--- src/rtl/mmio_responder.sv ---
// IO-region responder: a four-state handshake FSM in front of a small register file
// holding switches, LEDs, a seven-seg value and a cycle timer with compare.
//
// state   | meaning
// IDLE    | capture strobes, offset and store data every cycle
// ACCESS  | decode the held offset, perform the write or load io_rdata
// ACK     | io_ready (and io_err if flagged) for exactly one cycle
// RELEASE | wait for both strobes low so a held strobe cannot retrigger
module mmio_responder #(
   parameter int ADDR_W      = 10,
   parameter int SW_W        = 24,
   parameter int LED_W       = 24,
   parameter int SYNC_STAGES = 2
) (
   input  logic              clk,
   input  logic              rst_n,
   input  logic              io_read,
   input  logic              io_write,
   input  logic [ADDR_W-1:0] io_addr,
   input  logic [31:0]       io_wdata,
   output logic [31:0]       io_rdata,
   output logic              io_ready,
   output logic              io_err,
   input  logic [SW_W-1:0]   sw_in,
   output logic [LED_W-1:0]  led_out,
   output logic [31:0]       seg_out,
   output logic              timer_hit
);

   typedef enum logic [1:0] {IDLE, ACCESS, ACK, RELEASE} state_t;

   localparam logic [ADDR_W-1:0] OFF_SW    = ADDR_W'('h000);
   localparam logic [ADDR_W-1:0] OFF_LED   = ADDR_W'('h060);
   localparam logic [ADDR_W-1:0] OFF_SEG   = ADDR_W'('h070);
   localparam logic [ADDR_W-1:0] OFF_TCNT  = ADDR_W'('h080);
   localparam logic [ADDR_W-1:0] OFF_TCTRL = ADDR_W'('h084);
   localparam logic [ADDR_W-1:0] OFF_TCMP  = ADDR_W'('h088);
   localparam logic [ADDR_W-1:0] OFF_TSTAT = ADDR_W'('h08C);

   state_t state;

   logic              rd_q, wr_q;
   logic [ADDR_W-1:0] addr_q;
   logic [31:0]       wdata_q;

   logic [SW_W-1:0]   sw_sync_r [SYNC_STAGES];
   logic [SW_W-1:0]   sw_sync;

   logic [31:0]       tcnt;
   logic [31:0]       tcmp;
   logic              tc_en;

   logic [ADDR_W-1:0] off;
   logic              hit_map;
   logic [31:0]       rd_val;
   logic              do_wr, do_rd, both;
   logic              wr_tctrl, rd_tstat;

   assign sw_sync = sw_sync_r[SYNC_STAGES-1];

   always_ff @(posedge clk or negedge rst_n) begin
      if (!rst_n) begin
         for (int i = 0; i < SYNC_STAGES; i++) sw_sync_r[i] <= '0;
      end else begin
         sw_sync_r[0] <= sw_in;
         for (int i = 1; i < SYNC_STAGES; i++) sw_sync_r[i] <= sw_sync_r[i-1];
      end
   end

   always_comb begin
      off     = {addr_q[ADDR_W-1:2], 2'b00};
      hit_map = 1'b1;
      rd_val  = 32'h0;
      case (off)
         OFF_SW:    rd_val = 32'(sw_sync);
         OFF_LED:   rd_val = 32'(led_out);
         OFF_SEG:   rd_val = seg_out;
         OFF_TCNT:  rd_val = tcnt;
         OFF_TCTRL: rd_val = {31'h0, tc_en};
         OFF_TCMP:  rd_val = tcmp;
         OFF_TSTAT: rd_val = {31'h0, timer_hit};
         default: begin
            hit_map = 1'b0;
            rd_val  = 32'h0;
         end
      endcase
   end

   assign both     = rd_q & wr_q;
   assign do_wr    = (state == ACCESS) & wr_q & ~rd_q & hit_map;
   assign do_rd    = (state == ACCESS) & rd_q & ~wr_q;
   assign wr_tctrl = do_wr & (off == OFF_TCTRL);
   assign rd_tstat = do_rd & (off == OFF_TSTAT);

   always_ff @(posedge clk or negedge rst_n) begin
      if (!rst_n) begin
         state    <= IDLE;
         rd_q     <= 1'b0;
         wr_q     <= 1'b0;
         addr_q   <= '0;
         wdata_q  <= '0;
         io_rdata <= 32'h0;
         io_ready <= 1'b0;
         io_err   <= 1'b0;
      end else begin
         case (state)
            IDLE: begin
               io_ready <= 1'b0;
               io_err   <= 1'b0;
               rd_q     <= io_read;
               wr_q     <= io_write;
               addr_q   <= io_addr;
               wdata_q  <= io_wdata;
               if (io_read | io_write) state <= ACCESS;
            end
            ACCESS: begin
               if (do_rd) io_rdata <= rd_val;
               io_ready <= 1'b1;
               io_err   <= both | ~hit_map;
               state    <= ACK;
            end
            ACK: begin
               io_ready <= 1'b0;
               io_err   <= 1'b0;
               state    <= RELEASE;
            end
            default: begin
               io_ready <= 1'b0;
               io_err   <= 1'b0;
               if (!io_read && !io_write) state <= IDLE;
            end
         endcase
      end
   end

   always_ff @(posedge clk or negedge rst_n) begin
      if (!rst_n) begin
         led_out <= '0;
         seg_out <= 32'h0;
         tcmp    <= 32'hFFFF_FFFF;
         tc_en   <= 1'b0;
      end else if (do_wr) begin
         case (off)
            OFF_LED:   led_out <= wdata_q[LED_W-1:0];
            OFF_SEG:   seg_out <= wdata_q;
            OFF_TCTRL: tc_en   <= wdata_q[0];
            OFF_TCMP:  tcmp    <= wdata_q;
            default:   ;
         endcase
      end
   end

   always_ff @(posedge clk or negedge rst_n) begin
      if (!rst_n) begin
         tcnt <= 32'h0;
      end else if (wr_tctrl && wdata_q[1]) begin
         tcnt <= 32'h0;
      end else if (tc_en) begin
         tcnt <= tcnt + 32'd1;
      end
   end

   always_ff @(posedge clk or negedge rst_n) begin
      if (!rst_n) begin
         timer_hit <= 1'b0;
      end else if (tc_en && (tcnt == tcmp)) begin
         timer_hit <= 1'b1;
      end else if (rd_tstat) begin
         timer_hit <= 1'b0;
      end
   end

endmodule

--- config.mk ---
export PLATFORM = sky130hd
export DESIGN_NAME = mmio_responder
export DESIGN_NICKNAME = d
export VERILOG_FILES = /design/src/rtl/mmio_responder.sv
export SDC_FILE = /design/constraint.sdc
export NUM_CORES = 1
export LEC_CHECK = 0
export BUFFER_PORTS_ARGS = -buffer_cell sky130_fd_sc_hd__buf_4
export CAP_MARGIN = 20
export CORE_MARGIN = 5
export CORE_UTILIZATION = 35
export CTS_CLUSTER_DIAMETER = 150
export DETAILED_ROUTE_END_ITERATION = 10
export PLACE_DENSITY = 0.49
export SLEW_MARGIN = 20
export SYNTH_ARGS = -nofsm -noshare
export SYNTH_HDL_FRONTEND = slang
export SYNTH_SLANG_ARGS = --single-unit
export TNS_END_PERCENT = 20
--- constraint.sdc ---
create_clock -name clk -period 2.5 [get_ports clk]
set_input_delay 0.125 -clock clk [delete_from_list [all_inputs] [get_ports clk]]
set_output_delay 0.125 -clock clk [all_outputs]
set_load 0.01 [all_outputs]
# After elaboration in Yosys (flattened, before gate mapping)
# Cells that the tools add are included.
# Widths: inputs -> output; s select.
dict set report totals {
  wordCells 68
  mem_bits_ro 0
  memories 0
  out_inout_bits 91
  ram_bits 0
  ff_bits 250
  latchBits 0
  in_bits 70
}
dict set report classes {
  n_lt_le_gt_ge 0
  n_mux 11
  reduce_logical 17
  addsub 1
  shift 0
  eq_ne 10
  n_bitwise 13
  n_mul 0
  n_div 0
}
# op count
set ops {}
lappend ops {{$pmux 32 s7} 1}
lappend ops {{$mux 32} 2}
lappend ops {{$add 32x1->32 const B} 1}
lappend ops {{$eq 32x32->1} 1}
lappend ops {{$eq 8x6->1 const B} 4}
lappend ops {{$eq 8x5->1 const B} 2}
lappend ops {{$reduce_and 2->1} 6}
lappend ops {{$and 1x1->1} 8}
lappend ops {{$logic_not 8->1} 1}
lappend ops {{$reduce_or 7->1} 1}
lappend ops {{$pmux 2 s3} 1}
lappend ops {{$mux 1} 5}
lappend ops {{$mux 2} 2}
lappend ops {{$reduce_bool 2->1} 2}
lappend ops {{$reduce_bool 4->1} 1}
lappend ops {{$logic_and 1x1->1} 3}
lappend ops {{$not 1->1} 3}
lappend ops {{$eq 2x1->1 const B} 1}
lappend ops {{$eq 2x2->1 const B} 1}
lappend ops {{$logic_not 1->1} 2}
lappend ops {{$logic_not 2->1} 1}
lappend ops {{$ne 2x2->1 const B} 1}
lappend ops {{$or 1x1->1} 2}

# Longest topological paths before layout
dict set report logic_depth {
  word_depth 7
  ltp_mapped 8
  ltp_nobuf 6
}

# Worst setup path after synthesis
# Ideal clock, no wire load.
dict set report synth_path {
  path_kind {register to register}
  startpoint {register addr_q[4]}
  endpoint {register tcmp[10]}
  stages_incl_launch_ff 7
  setup_time_ps 85
  setup_slack_ps 571
  required_ps 2415
  synth_period_minus_slack_ps 1929
  t_arrival_ps 1844
  path_buffers 2
  cell_sequence {dfrtp_1 > buf_2 > nor4b_4 > and3_1 > nand3b_2 > buf_6 > mux2_1}
}
dict set report synth_between {
  elab_chain_len 5
  word_cells_on_any_way 11
  classes_between {eq/ne (6); mux (1); bitwise (1); reduce/logical (3)}
}
# item line
set synth_lines {}
lappend synth_lines {{start, declared} 43} ;# logic [ADDR_W-1:0] addr_q;
lappend synth_lines {{start signal, assigned} 112} ;# addr_q <= io_addr;
lappend synth_lines {{$eq 8x6->1, or another cell as far along} 74} ;# case (off)
lappend synth_lines {{$reduce_or 7->1 (no source line)} -}
lappend synth_lines {{$mux 1} 74}
lappend synth_lines {{$and 1x1->1} 90} ;# assign do_wr = (state == ACCESS) & wr_q & ~rd_q & hit_map;
lappend synth_lines {{$reduce_and 2->1 (no source line) (*)} -}
lappend synth_lines {{end signal, assigned} 147} ;# OFF_TCMP: tcmp <= wdata_q;
lappend synth_lines {{end, declared} 50} ;# logic [31:0] tcmp;
# Mark *: on every way between the ends. The rest lies on a longest branch, timed or not.
# A chain may end at the register's enable or synchronous reset.

# Final worst setup path
dict set report layout_path {
  startpoint {register tcnt[2]}
  endpoint {register tcnt[21]}
}
dict set report layout_between {
  elab_chain_len 3
}
# item line
set layout_lines {}
lappend layout_lines {{start, declared} 49} ;# logic [31:0] tcnt;
lappend layout_lines {{start signal, assigned} 159} ;# tcnt <= tcnt + 32'd1;
lappend layout_lines {{$add 32x1->32} 159}
lappend layout_lines {{$mux 32} 158} ;# end else if (tc_en) begin
lappend layout_lines {{$mux 32} 156} ;# end else if (wr_tctrl && wdata_q[1]) begin
# Every way passes these cells. The select of a mux whose other input is x is not followed.

==> out/metrics.csv <==
stage,metric,value,unit
setup_path,CP Capture Type,register,
timing,Post-Route Skew,0.02815,ns
die,row cnt,64,
routing,# DRC,0,
routing,initial DRC count,303,
hold_path,Hold WC Path Type,input pin to async pin,
global_route,first-pass GRT wire length,47.13,mm
global_route,vias in the first global route,7964,
setup_path,FF-to-FF setup slack,0.36,ns
final_layout,Final Util,0.4631,
logic_synthesis,post-synthesis cell area,0.01086,mm^2
routing,Total Wirelength,29.82,mm
final_layout,final net count,1135,
routing,vias after detailed routing,7618,
logic_synthesis,Post-Synth Simple-Gate Area,0.09321,
pwr,static leakage,6.605,nW
logic_synthesis,compound-cell area share of the yosys netlist,0.09229,
final_layout,area growth from synthesis to layout,30.46,%
logic_synthesis,Syn Inst Count,835,
global_route,met3 Usage GRT,0.02800,
clock_network,TritonCTS clock tree,done,
logic_synthesis,"Seq/Total Area, Yosys",0.5752,
logic_synthesis,Post-Synth Adder-Cell Area,0.004609,
die,# IOs,161,
setup_path,worst path arrival time,2.61,ns
die,Core Area,0.03059,mm^2
timing,Final Critical Period,2.141,ns
logic_synthesis,number of synthesized flops with an enable pin,0,
clock_network,CTS Buffer Depth,3,
logic_synthesis,asr flop ratio synth,1.000,
logic_synthesis,"Warnings, synthesis",0,
final_layout,layout filler cell count,2874,
timing,Slew Limit Fails,0,
setup_path,Critical R2R Launch,tcnt[2]$_DFFE_PN0P_,
clock_network,CTS Sinks,248,
setup_path,CP Launch Type,register,
setup_path,crit path max fanout,21,
timing,fmax,467.0,MHz
logic_synthesis,ys flop type,dfrtp_1,
timing,worst relative slew slack,0.6310,
global_route,remaining global-route overflow,0,
timing,Final setup violation count,0,
global_route,largest net degree at the start of global routing,81,
routing,wire length per cell,20.17,um
placed_design,HPWL Detailed,20.24,mm
clock_network,Worst-Skew Late Latency,0.56,ns
logic_synthesis,combinational family with the most area after synthesis,multiplexers,
clock_network,post-CTS sizing,0,
global_route,initial antenna violation count,0,
clock_network,CTS root buf,clkbuf_16,
clock_network,CTS Buf Count,28,
final_layout,"most common cell after layout, fill and taps aside",dfrtp_1,
die,Die X,186.1,um
run_status,status,completed,
final_layout,most frequent cells in the layout,"215 x dfrtp_1, 189 x buf_4, 141 x mux2_2",
logic_synthesis,mux contribution to synthesized area,0.1720,
routing,vias per std cell,5.154,
pwr,Peak VDD IR,0.6083,mV
placed_design,gpl congestion,0.7394,
placed_design,"Cell Area, Placed",0.01257,mm^2
global_route,GR Util met2,0.2860,
routing,Final ANT Viol Nets,0,
die,height of the die,186.1,um
pwr,PwrDens,854.0,mW/mm^2
clock_network,CTS H-tree depth,1,
global_route,M1 GR Usage,0.2431,
setup_path,worst endpoint required time,2.97,ns
timing,Tcrit/Tclk final,0.8566,
timing,hold_ws,0.1279,ns
die,DIE AREA,0.03465,mm^2
routing,drt pass-1 iters,4,
run,Max-Cap Viols,0,
final_layout,n_diodes,0,
setup_path,worst reg2reg endpoint,tcnt[21]$_DFFE_PN0P_,
logic_synthesis,synthesized flop and latch total,248,
logic_synthesis,Synth cell types,49,
timing,final setup TNS,0,ns
timing,Fin. Hold Viols,0,
die,Starting Density,0.3550,
setup_path,WS Path Type,register to register,
final_layout,layout cells sized above 1,0.3863,
clock_network,clk slew on worst S/H paths,0.07,ns
logic_synthesis,average size of a mapped cell,13.00,um^2
logic_synthesis,xor/xnor share of the synthesized area,0.03307,
timing,RSZ-0062 raised after global routing,false,
final_layout,Final Cell Area,0.01417,mm^2
placed_design,# port buffers,158,
global_route,Total Routing Usage GR,0.1730,
timing,Slew @ Worst Pin,0.5535,ns
global_route,GR peak layer,met2,
setup_path,Reg2Reg Depth,4,
logic_synthesis,Mapped Nets,909,
## sequential cells by signal, indices dropped and copies added, names as in the netlist
name	cells
addr_q	8
io_err	1
io_rdata	32
io_ready	1
led_out	24
rd_q	1
seg_out	32
state	2
sw_sync	24
sw_sync_r	24
tc_en	1
tcmp	32
tcnt	32
timer_hit	1
wdata_q	32
wr_q	1
## power by group
part,internal [mW],switching [mW],leakage (nW),total [mW]
logic,1.30,1.43,3.03,2.73
clock network,2.44,1.65,0.442,4.09
registers,4.63,0.651,3.13,5.28
## through the flow
step,instances,total power [mW],setup WS [ns]
final,1478,12.10,0.3585
after global routing,1478,12.73,0.2335
after CTS,1478,12.30,0.3605
after detailed placement,1360,8.063,0.3923
after global placement,1360,8.041,0.4151
after floorplan,835,6.781,0.5713
## repair_timing
| action | in CTS | in global routing |
|---|---|---|
| endpoints found under the hold margin | 126 | 0 |
| setup buffers | 0 | 0 |
| hold buffers | 67 | 0 |
## worst max-delay path by stage
stage | end | from | slack (ns) | cells past startpoint
floorplan | tcmp[10]$_DFFE_PN1P_ | addr_q[4]$_DFFE_PN0P_ | 0.57 | 6
global placement | seg_out[17]$_DFFE_PN0P_ | addr_q[7]$_DFFE_PN0P_ | 0.42 | 5
detailed placement | seg_out[14]$_DFFE_PN0P_ | addr_q[7]$_DFFE_PN0P_ | 0.39 | 5
CTS | tcnt[21]$_DFFE_PN0P_ | tcnt[2]$_DFFE_PN0P_ | 0.36 | 4
global route | seg_out[30]$_DFFE_PN0P_ | addr_q[7]$_DFFE_PN0P_ | 0.23 | 5
finish | tcnt[21]$_DFFE_PN0P_ | tcnt[2]$_DFFE_PN0P_ | 0.36 | 4
## worst max-delay path: stages (launching register included)
cell and delay (ns):
dfrtp_1 0.49, nand4_2 0.21, or4_4 0.70, or4_1 0.50, a21oi_1 0.15
## synth_stat cells, types with 2 or more instances
cell       instances  area (um^2)
a21oi_1           21        105.1
a22o_1            32        280.3
a22oi_1           23        172.7
and2_1             6        37.54
and3_1             4        25.02
and3b_1            3        26.28
and4_1             7        61.31
buf_1              2        7.510
buf_2             15        75.07
buf_6              4        45.04
clkbuf_1          40        150.1
clkbuf_2           2        10.01
dfrtp_1          216         5405
dfstp_2           32        840.8
ha_1               4        50.05
inv_1              7        26.28
mux2_1            14        157.7
mux2_2           141         1588
mux2i_1           10        100.1
nand2_1           17        63.81
nand3_1           35        175.2
nand4_1           35        219.0
nor2_1            17        63.81
nor3_1             6        30.03
nor4_1             9        56.30
o211ai_1          23        172.7
o21ai_0            9        45.04
o2bb2ai_1          8        70.07
o31ai_1           16        120.1
or3_1              6        37.54
or4_1             14        105.1
xnor2_1            5        43.79
xor2_1            36        315.3
## logic make-up after synthesis
group | count (synthesis)
compound gates | 136
xor+xnor | 41
fa+ha+maj | 4
buf+inv | 71
flops | 248
mux | 166
simple gates | 169
## routing by layer
| layer | vias up | part of all wire |
|---|---|---|
| met5 | - | 0 |
| met4 | 0 | 0.020 |
| met3 | 38 | 0.047 |
| met2 | 163 | 0.47 |
| met1 | 3846 | 0.46 |
| li1 | 3571 | - |
## layout make-up
class	instances	area (um^2)	area share
clock inverter	7	115.1	0.008125
timing repair buffer	260	2165	0.1528
sequential	248	6247	0.4410
inverter	7	26.28	0.001855
multi-input combinational	516	4308	0.3041
tap	396	495.5	0.03497
clock buffer	44	810.8	0.05723
No activity file was read; power rests on OpenSTA's default activity.
